<file path="src/rtl/riscy_mem_pkg.sv">
// Shared memory-side types for the riscy core: address/data widths and the
// response-owner encoding used by the fetch and load/store units.
package riscy_mem_pkg;

  localparam int ADDR_W = 12;
  localparam int DATA_W = 32;

  typedef enum logic [1:0] {
    RESP_NONE = 2'd0,
    RESP_IF   = 2'd1,
    RESP_DRD  = 2'd2,
    RESP_DWR  = 2'd3
  } resp_sel_t;

endpackage

</file>
<file path="src/rtl/mem_arbiter.sv">
// Two-port arbiter in front of a single-port registered RAM: load/store wins by
// default, fetch is guaranteed a slot after STARVE_MAX consecutive data grants.
module mem_arbiter #(
  parameter int ADDR_W     = riscy_mem_pkg::ADDR_W,
  parameter int DATA_W     = riscy_mem_pkg::DATA_W,
  parameter int STARVE_MAX = 4
) (
  input  logic              clk,
  input  logic              rst,
  input  logic              i_req,
  input  logic [ADDR_W-1:0] i_addr,
  output logic              i_gnt,
  output logic              i_rvalid,
  output logic [DATA_W-1:0] i_rdata,
  input  logic              d_req,
  input  logic              d_we,
  input  logic [ADDR_W-1:0] d_addr,
  input  logic [DATA_W-1:0] d_wdata,
  output logic              d_gnt,
  output logic              d_done,
  output logic [DATA_W-1:0] d_rdata,
  output logic              ram_write,
  output logic [ADDR_W-1:0] ram_addr,
  output logic [DATA_W-1:0] ram_data,
  input  logic [DATA_W-1:0] ram_out
);

  import riscy_mem_pkg::*;

  localparam int CNT_W = (STARVE_MAX < 1) ? 1 : $clog2(STARVE_MAX + 1);
  localparam logic [CNT_W-1:0] STARVE_LIM = CNT_W'(STARVE_MAX);

  resp_sel_t        resp_sel, resp_next;
  logic [CNT_W-1:0] starve_cnt, cnt_next;
  logic             starve_full;

  // Grants, RAM drive and next-state; the response owner remembers which
  // port the RAM output belongs to on the following cycle.
  always_comb begin
    i_gnt       = 1'b0;
    d_gnt       = 1'b0;
    starve_full = (starve_cnt == STARVE_LIM);
    if (!rst) begin
      if (d_req && !(i_req && starve_full))
        d_gnt = 1'b1;
      else if (i_req)
        i_gnt = 1'b1;
    end

    ram_write = d_gnt & d_we;
    ram_addr  = '0;
    if (i_gnt)
      ram_addr = i_addr;
    else if (d_gnt)
      ram_addr = d_addr;
    ram_data = d_gnt ? d_wdata : '0;

    resp_next = RESP_NONE;
    if (i_gnt)
      resp_next = RESP_IF;
    else if (d_gnt)
      resp_next = d_we ? RESP_DWR : RESP_DRD;

    cnt_next = starve_cnt;
    if (i_gnt || !i_req)
      cnt_next = '0;
    else if (d_gnt && !starve_full)
      cnt_next = starve_cnt + 1'b1;
  end

  always_ff @(posedge clk) begin
    if (rst) begin
      resp_sel   <= RESP_NONE;
      starve_cnt <= '0;
    end else begin
      resp_sel   <= resp_next;
      starve_cnt <= cnt_next;
    end
  end

  // Write responses return zero data since the RAM output is meaningless then.
  assign i_rvalid = (resp_sel == RESP_IF);
  assign d_done   = (resp_sel == RESP_DRD) || (resp_sel == RESP_DWR);
  assign i_rdata  = (resp_sel == RESP_IF)  ? ram_out : '0;
  assign d_rdata  = (resp_sel == RESP_DRD) ? ram_out : '0;

endmodule

</file>
<file path="config.mk">
export PLATFORM = sky130hd
export DESIGN_NAME = mem_arbiter
export DESIGN_NICKNAME = d
export VERILOG_FILES = /design/src/rtl/riscy_mem_pkg.sv /design/src/rtl/mem_arbiter.sv
export SDC_FILE = /design/constraint.sdc
export NUM_CORES = 1
export LEC_CHECK = 0
export BUFFER_PORTS_ARGS = -buffer_cell sky130_fd_sc_hd__buf_4
export CORE_AREA = 2 2 80 82
export CTS_CLUSTER_SIZE = 16
export DETAILED_ROUTE_END_ITERATION = 8
export DIE_AREA = 0 0 82 84
export GPL_ROUTABILITY_DRIVEN = 1
export HOLD_SLACK_MARGIN = 0.15
export PLACE_DENSITY = 0.74
export SKIP_CTS_REPAIR_TIMING = 1
export SYNTH_ARGS = -nofsm -noshare
export SYNTH_HDL_FRONTEND = slang
export SYNTH_SLANG_ARGS = --single-unit
</file>
<file path="constraint.sdc">
create_clock -name clk -period 1.4 [get_ports clk]
set_input_delay 0.07 -clock clk [delete_from_list [all_inputs] [get_ports clk]]
set_output_delay 0.07 -clock clk [all_outputs]
set_load 0.02 [all_outputs]
</file>
==> results of run 1 <==
==> metrics by stage <==
step | setup TNS, ns | cell area, sq um | total power [mW]
finish | -1.941 | 3397 | 1.338
global placement | 0 | 2919 | 0.9667
detailed placement | 0 | 2919 | 0.9757
global route | -3.982 | 3397 | 1.417
CTS | -8.466 | 2964 | 1.239
floorplan | 0 | 1331 | 0.5442
==> kinds of logic (layout without fill, tap and decap cells) <==
group                    Yosys count  after routing  share of synthesized area [%]
flip-flops                         5              5                          7.533
AO/OA/AOI/OAI                     15             15                          12.15
adder cells (fa/ha/maj)            2              2                          1.883
buffers and inverters             23            222                          10.92
AND/OR/NAND/NOR                  137            137                          67.52
==> worst min path at each step <==
stage | startpoint | endpoint | cells past startpoint
detailed placement | d_we | resp_sel[0]$_SDFF_PP0_ | 3
finish | d_req | starve_cnt[0]$_SDFFE_PP0P_ | 3
CTS | d_we | resp_sel[0]$_SDFF_PP0_ | 3
floorplan | d_req | starve_cnt[2]$_SDFFE_PP0P_ | 2
global route | d_req | starve_cnt[0]$_SDFFE_PP0P_ | 3
global placement | d_we | resp_sel[0]$_SDFF_PP0_ | 3
==> synth_stat cells, types with 2 or more instances <==
library cell / instances / area share, %
dfxtp_1: 5 / 7.5
o22ai_2: 9 / 8.5
nand3b_1: 26 / 15
clkbuf_1: 9 / 2.5
nor2_1: 2 / 0.57
o22ai_1: 4 / 1.9
and3_1: 33 / 16
nand2b_1: 2 / 0.94
ha_1: 2 / 1.9
and2_1: 66 / 31
buf_6: 7 / 5.9
inv_1: 2 / 0.57
buf_2: 5 / 1.9
==> routing by layer <==
layer  track usage, %  share of wire (%)  vias to the layer above
met3            2.597                9.8                        4
met2            29.79                 54                      114
met4            3.030               0.84                        0
li1                 -                  -                     1016
met1            14.42                 35                      910
met5                0                  0                        -
==> tightest hold or removal path, stage by stage <==
cell      delay (ns)
buf_4           0.17
nand3b_1        0.12
nor3b_1         0.06
==> flip-flops by register name, indices dropped and copies added (netlist names) <==
signal / cells
resp_sel: 2
starve_cnt: 3
==> where the power goes <==
| group | switching [mW] | total [mW] | internal (mW) |
|---|---|---|---|
| logic | 0.417 | 0.927 | 0.510 |
| clock network | 0.0650 | 0.260 | 0.195 |
| registers | 0.00268 | 0.151 | 0.149 |
| total | 0.485 | 1.34 | 0.853 |
==> cell type report <==
cell class | count | area (sq um)
fillers | 549 | 2699
repair buffers | 216 | 1878
multi-input cells | 154 | 1267
flip-flops and latches | 5 | 102.6
well taps | 77 | 96.34
clock buffers | 4 | 45.04
inverters | 2 | 7.507
==> metrics.txt, run 1 <==
status=complete, but fails checks; violated checks=negative setup slack; Non-Filler Instances=458; Final Cycle Share=105.2%; Cell Pwr Density=393.9 mW/mm^2; DP Cell Count=450; VDD IR max=0.2584 mV; Slew headroom=78.24%; DR WL/cell=13.23 um; Hold/Removal Path Class=in2reg; # diodes=0; Synth Net Count=277; Critical Path Max Stage Delay=0.32 ns; overall routing resource usage=14.55%; worst slew pin tran=0.3264 ns; CP arrival=1.40 ns; ys flop type=dfxtp_1; total number of vias=2,044; Ys Warns=0; final-report max-slew violation count=0; delay-heaviest family, CP=buffers and inverters; CP cell instances=inv_2 > ha_4 > a21boi_4 > clkbuf_16 > o22ai_2 > buf_6; Core ar.=0.006096 sq mm; min cycle time layout=1.473 ns; clock skew=0.003572 ns; DR vias/cell=4.463; H-tree depth=1; Yosys cell types=23; ANT nets after route=0; IO buf count=205; die area=0.006888 sq mm; critical path fanouts, max=7; final core occ=55.73%; gpl congestion=0.6982; Max Cap Viol=0; grt total ovfl=0; CTS Buffer Depth=2; Seq/Total Area, Yosys=7.533%; CTS tree=done; R2R Path Start=starve_cnt[0]$_SDFFE_PP0P_; TritonCTS Buffers=3; R2R cell count=5; pre-CTS setup slack=0.001045 ns; Syn Area/Cell=7.301 sq um; first-pass GRT wire length=8176 um; Buf/Inv on CP=3; number of remaining DRC errors=0; worst skew pair latency=0.22 ns; final setup margin=-0.07337 ns; row count=29; WHS=0.2453 ns; CP required=1.33 ns; clock sink total=5; fraction of layout cells with a size suffix above 1=66.93%; worst setup path start=starve_cnt[0]$_SDFFE_PP0P_; Critical Path Start Type=flop; die width=82 um; die height=84 um; CTS Root Buffer Type=clkbuf_8; Synth async-reset ratio=0%; CP endpoint=ram_addr[9]; Post-synth EDFFs=0; RSZ-0062 raised after global routing=true; synthesis-to-layout area growth=155.6%; Leak=1.728 nW; largest net degree at the start of global routing=36; CP Class=reg2out; f_max=0.6787 GHz; Stages on worst setup path=6; commonest non-fill, non-tap cell in the layout=buf_4; dpl hpwl=4650 um; Crit-path slowest cell=dfxtp_2; CTS clk-pin slew, worst paths=0.04 ns; worst r2r dst=starve_cnt[2]$_SDFFE_PP0P_; Yosys reg bits=5; Initial Utilization=21.80%; initial DRC count=38; nets@finish=477; antenna violations before repair=0; most frequent cells in the layout=162 x buf_4, 66 x and2_1, 49 x buf_6, 26 x nand3b_1, 19 x and3_1; endpoints failing hold=0; First-pass DRT Iterations=4; Post-Route WL=6059 um; vias in the first global route=1,896; Syn Inst Count=182; synthesized cell area=0.001329 sq mm; IO Pins=206; Final setup viols=46; R2R setup slack=0.17 ns; critical path capture point type=primary output
(Power assumes the default switching activity.)
==> run 2, diff against run 1 <==
--- a/config.mk
+++ b/config.mk
@@ -5,7 +5,7 @@
 export SDC_FILE = /design/constraint.sdc
 export NUM_CORES = 1
 export LEC_CHECK = 0
-export BUFFER_PORTS_ARGS = -buffer_cell sky130_fd_sc_hd__buf_4
+export BUFFER_PORTS_ARGS = -buffer_cell sky130_fd_sc_hd__clkbuf_2
 export CORE_AREA = 2 2 80 82
 export CTS_CLUSTER_SIZE = 16
 export DETAILED_ROUTE_END_ITERATION = 8
==> run 2 against run 1 <==
  * Hold slack worse by 0.018 ns
  * Setup slack got worse by 0.050 ns
  * Design area shrank 19%
  * The run still ends with negative setup slack left
  * First-iteration DRC count decreased by 21%
  * Routed wire length is 2.9% lower
  * Combinational power shrank 18%
  * Register-to-register slack better by 0.06 ns
  * Largest cell class unchanged
  * Maximum frequency shrank 3.3%
  * Critical path type unchanged
  * Flip-flop and latch count unchanged
  * Largest power group unchanged
  * Die area unchanged
==> metrics.txt, run 2 (synthesis results as in run 1) <==
CP arrival=1.45 ns (+0.05 ns); synthesis-to-layout area growth=107.9%; status=complete, but fails checks; RSZ-0062 raised after global routing=true; CTS Root Buffer Type=clkbuf_8; critical path capture point type=primary output; IO Pins=206 (unchanged); min cycle time layout=1.523 ns (+0.04987 ns); row count=29 (unchanged); CTS Buffer Depth=2 (unchanged); die height=84 um (unchanged); ANT nets after route=0 (unchanged); CP Class=reg2out; Final Cycle Share=108.8% (+3.6 points); overall routing resource usage=13.70% (-0.86 points); total number of vias=2,073 (+1.4%); worst slew pin tran=0.3004 ns (-0.02603 ns); # diodes=0 (unchanged); f_max=0.6565 GHz (-3.3%); die width=82 um (unchanged); IO buf count=205 (unchanged); Post-Route WL=5885 um (-2.9%); final setup margin=-0.1232 ns (-0.04987 ns); Non-Filler Instances=461 (+0.66%); Cell Pwr Density=431.7 mW/mm^2 (+9.6%); grt total ovfl=0 (unchanged); Max Cap Viol=0 (unchanged); vias in the first global route=1,811 (-4.5%); top flop regs=starve_cnt (3), resp_sel (2); worst r2r dst=starve_cnt[2]$_SDFFE_PP0P_; R2R Path Start=starve_cnt[0]$_SDFFE_PP0P_; endpoints failing hold=0 (unchanged); Largest register FFs=3 (unchanged); TritonCTS Buffers=3 (unchanged); R2R cell count=4 (-1); Slew headroom=79.97% (+1.7 points); First-pass DRT Iterations=4 (unchanged); clock sink total=5 (unchanged); violated checks=negative setup slack; nets@finish=480 (+0.63%); Hold Crit Depth=3 (unchanged); H-tree depth=1 (unchanged); pre-CTS setup slack=-0.02076 ns (-0.02180 ns); VDD IR max=0.4440 mV (+72%); worst skew pair latency=0.23 ns (about the same); worst setup path start=starve_cnt[1]$_SDFFE_PP0P_; initial DRC count=30 (-21%); first-pass GRT wire length=7714 um (-5.7%); CTS clk-pin slew, worst paths=0.04 ns (about the same); R2R setup slack=0.23 ns (+0.06 ns); most frequent cells in the layout=170 x clkbuf_2, 66 x and2_1, 32 x and3_1, 26 x nand3b_1, 19 x buf_2; min-delay src=d_we; commonest non-fill, non-tap cell in the layout=clkbuf_2; Biggest register=starve_cnt; Critical Path Start Type=flop; gpl congestion=0.7119 (+2.0%); hold endpoint=resp_sel[0]$_SDFF_PP0_; Pwr Total=1.193 mW (-11%); final-report max-slew violation count=0 (unchanged); critical path fanouts, max=5 (-2); DR WL/cell=12.77 um (-3.5%); CTS tree=done; Leak=1.612 nW (-6.7%); dpl hpwl=4374 um (-5.9%); die area=0.006888 sq mm (unchanged); Hold/Removal Path Class=in2reg; largest net degree at the start of global routing=36 (unchanged); DP Cell Count=454 (+0.89%); CP required=1.33 ns (about the same); fraction of layout cells with a size suffix above 1=63.80% (-3.1 points); Initial Utilization=21.80% (unchanged); DR vias/cell=4.497 (+0.76%); Final setup viols=46 (unchanged); Core ar.=0.006096 sq mm (unchanged); WHS=0.2270 ns (-0.01832 ns); number of remaining DRC errors=0 (unchanged); antenna violations before repair=0 (unchanged); clock skew=0.003596 ns (+0.00002437 ns)
run 2: changes by cell type in the layout (fill, tap and decap cells not counted), sizes merged:
cell	delta
buf	-167
clkbuf	+170
run 2: layer usage:
| metal | vias to the layer above | GRT usage [%] | routed length [um] |
|---|---|---|---|
| met5 | - | 0 | 0 |
| met4 | 0 | 5.303 | 126 |
| met3 | 9 | 2.056 | 551 |
| met2 | 119 | 27.12 | 3163 |
| met1 | 922 | 13.55 | 2044 |
| li1 | 1023 | - | - |
run 2: power by group:
group / internal (mW) / switching, mW / total (mW)
sequential: 0.149 / 0.00273 / 0.151
clock: 0.197 / 0.0844 / 0.281
combinational: 0.352 / 0.408 / 0.760
total: 0.698 / 0.495 / 1.19
run 2: how the worst max path moves through the flow:
| stage | end |
|---|---|
| final | ram_addr[0] |
| after global routing | ram_addr[0] |
| after CTS | ram_addr[11] |
| after detailed placement | ram_addr[11] |
| after global placement | ram_addr[0] |
| after floorplan | ram_addr[0] |
run 2: cell type report:
type / count / area [sq um]
Timing Repair Buffer: 219 / 1324
Fill cell: 585 / 3333
Sequential cell: 5 / 102.6
Tap cell: 77 / 96.34
Inverter: 2 / 7.507
Clock buffer: 4 / 45.04
Multi-Input combinational cell: 154 / 1187
run 2: critical path, stage by stage (launching register included):
cell       delay (ns)
dfxtp_2          0.34
inv_2            0.04
ha_4             0.17
a21boi_4         0.24
clkbuf_16        0.21
o22ai_4          0.08
buf_6            0.14
run 2: through the flow:
step,setup TNS (ns),area (sq um),util [%]
2_1_floorplan,0,1331,-
3_3_place_gp,0,2449,40.17
3_5_place_dp,-0.04777,2449,40.17
4_1_cts,-8.141,2494,40.91
5_1_grt,-5.109,2763,45.32
6_report,-2.498,2763,45.32
==> run 3, diff against run 2 <==
--- a/config.mk
+++ b/config.mk
@@ -6,13 +6,14 @@
 export NUM_CORES = 1
 export LEC_CHECK = 0
 export BUFFER_PORTS_ARGS = -buffer_cell sky130_fd_sc_hd__clkbuf_2
-export CORE_AREA = 2 2 80 82
+export CORE_AREA = 2 2 81 83
+export CTS_BUF_LIST = sky130_fd_sc_hd__clkbuf_4
 export CTS_CLUSTER_SIZE = 16
 export DETAILED_ROUTE_END_ITERATION = 8
-export DIE_AREA = 0 0 82 84
+export DIE_AREA = 0 0 83 85
 export GPL_ROUTABILITY_DRIVEN = 1
 export HOLD_SLACK_MARGIN = 0.15
-export PLACE_DENSITY = 0.74
+export PLACE_DENSITY = 0.72
 export SKIP_CTS_REPAIR_TIMING = 1
 export SYNTH_ARGS = -nofsm -noshare
 export SYNTH_HDL_FRONTEND = slang
==> run 3 against run 2 <==
  * The run still ends with negative setup slack left
  * Flip-flop and latch count is the same
  * Routed wire length decreased by 7.6%
  * Critical path depth stayed put
==> metrics.txt, run 3 (synthesis results as in run 1) <==
Final Cycle Share=105.9% (-2.9 points); critical path capture point type=primary output; CTS Buffer Depth=2 (unchanged); P_sw=469.3 uW (-5.2%); largest net degree at the start of global routing=36 (unchanged); CP required=1.33 ns (about the same); total number of vias=2,030 (-2.1%); met1 wire length=1999 um (-2.2%); Comb pwr share=68.7% (+5.0 points); die area=0.007055 sq mm (+2.4%); number of remaining DRC errors=0 (unchanged); # diodes=0 (unchanged); top flop regs=starve_cnt (3), resp_sel (2); initial DRC count=48 (+60%); fraction of layout cells with a size suffix above 1=64.94% (+1.1 points); CTS tree=done; R2R cell count=4 (unchanged); Core ar.=0.006205 sq mm (+1.8%); Clock Power Share=17.5% (-6.1 points); worst slew pin tran=0.2966 ns (-0.003841 ns); synthesis-to-layout area growth=106.6%; DR WL/cell=11.77 um (-7.8%); first-pass GRT wire length=8169 um (+5.9%); DR vias/cell=4.394 (-2.3%); Hold/Removal Path Class=in2reg; WHS=0.1975 ns (-0.02951 ns); Biggest register=starve_cnt; antenna violations before repair=0 (unchanged); Non-Filler Instances=462 (+0.22%); Pint=633.6 uW (-9.2%); Initial Utilization=21.42% (-0.38 points); Slew headroom=80.23% (+0.26 points); Max Cap Viol=0 (unchanged); IO Pins=206 (unchanged); nets@finish=481 (+0.21%); Crit-path slowest cell=dfxtp_2; clock skew=0.0001477 ns (-0.003449 ns); RSZ-0062 raised after global routing=true; dpl hpwl=4382 um (+0.19%); TritonCTS Buffers=3 (unchanged); CP cell instances=inv_2 > ha_4 > and3_4 > buf_6 > o22ai_1 > buf_2; min cycle time layout=1.483 ns (-0.04012 ns); Post-Route WL=5436 um (-7.6%); gpl congestion=0.7786 (+9.4%); vias in the first global route=1,823 (+0.66%); violated checks=negative setup slack; row count=29 (unchanged); Critical Path Max Stage Delay=0.33 ns (about the same); clock sink total=5 (unchanged); H-tree depth=1 (unchanged); die width=83 um (+1.2%); Largest register FFs=3 (unchanged); R2R setup slack=0.23 ns (about the same); overall routing resource usage=13.46% (-0.23 points); DR top layer=met4; DP Cell Count=455 (+0.22%); worst skew pair latency=0.25 ns (+0.02 ns); CTS Root Buffer Type=clkbuf_4; routed wl met3=535 um (-2.9%); commonest non-fill, non-tap cell in the layout=clkbuf_2; met2 routed WL=2877 um (-9.0%); ANT nets after route=0 (unchanged); endpoints failing hold=0 (unchanged); status=complete, but fails checks; critical path fanouts, max=5 (unchanged); final setup margin=-0.08312 ns (+0.04012 ns); CTS clk-pin slew, worst paths=0.05 ns (about the same); First-pass DRT Iterations=4 (unchanged); CP arrival=1.41 ns (-0.04 ns); Final setup viols=47 (+2.2%); IO buf count=205 (unchanged); Flop pwr share=13.8% (+1.1 points); Hold Crit Depth=3 (unchanged); Switching Fraction=42.55% (+1.0 points); f_max=0.6743 GHz (+2.7%); VDD IR max=0.4869 mV (+9.6%); Cell Pwr Density=401.8 mW/mm^2 (-6.9%); final core occ=44.24% (-1.1 points); Pwr Total=1.103 mW (-7.5%); grt total ovfl=0 (unchanged); most frequent cells in the layout=160 x clkbuf_2, 65 x and2_1, 32 x and3_1, 28 x buf_2, 26 x nand3b_1; final-report max-slew violation count=0 (unchanged); die height=85 um (+1.2%); CP Class=reg2out; fillers=609 (+4.1%); Critical Path Start Type=flop; Leak=1.615 nW (+0.23%)
==> run 3: final cells by class <==
type / instances / area [sq um] / area share [%]
Timing Repair Buffer: 220 / 1319 / 48.04
Multi-Input combinational cell: 154 / 1187 / 43.25
Sequential cell: 5 / 105.1 / 3.829
Tap cell: 77 / 96.34 / 3.510
Clock buffer: 4 / 30.03 / 1.094
Inverter: 2 / 7.507 / 0.2735
==> run 3: power groups by stage <==
stage | clock network (mW) | registers, mW | logic, mW
after floorplan | 0 | 0.153 | 0.392
after global placement | 0 | 0.153 | 0.670
after detailed placement | 0 | 0.154 | 0.681
after CTS | 0.198 | 0.151 | 0.682
after global routing | 0.216 | 0.153 | 0.813
final | 0.193 | 0.152 | 0.757
==> run 3: stage by stage <==
| stage | TNS, ns | setup WS (ns) | area [sq um] |
|---|---|---|---|
| 6_report | -2.824 | -0.08312 | 2745 |
| 5_1_grt | -5.727 | -0.1394 | 2745 |
| 4_1_cts | -11.78 | -0.2921 | 2474 |
| 3_5_place_dp | -0.06516 | -0.01601 | 2444 |
| 3_3_place_gp | 0 | 0.007639 | 2444 |
| 2_1_floorplan | 0 | 0.01977 | 1331 |
==> run 3: layer usage <==
| metal | vias to the layer above | track usage, % |
|---|---|---|
| met3 | 4 | 4.767 |
| met4 | 0 | 1.937 |
| met5 | - | 0 |
| li1 | 1025 | - |
| met1 | 879 | 14.26 |
| met2 | 122 | 26.10 |
==> run 3: worst max-delay path, delay by kind of cell (launching register included) <==
kind | cells | cell delay (ns)
buffers and inverters | 3 | 0.36
DFF | 1 | 0.33
and+or+nand+nor | 1 | 0.22
AOI/OAI and AO/OA | 1 | 0.09
adders and majority gates | 1 | 0.17
==> run 3: worst paths after layout <==
check,from,to
worst max-delay path,starve_cnt[0]$_SDFFE_PP0P_,ram_addr[4]
worst min-delay path,d_we,resp_sel[0]$_SDFF_PP0_
worst max register to register,starve_cnt[0]$_SDFFE_PP0P_,starve_cnt[2]$_SDFFE_PP0P_
worst min register to register,starve_cnt[0]$_SDFFE_PP0P_,starve_cnt[0]$_SDFFE_PP0P_
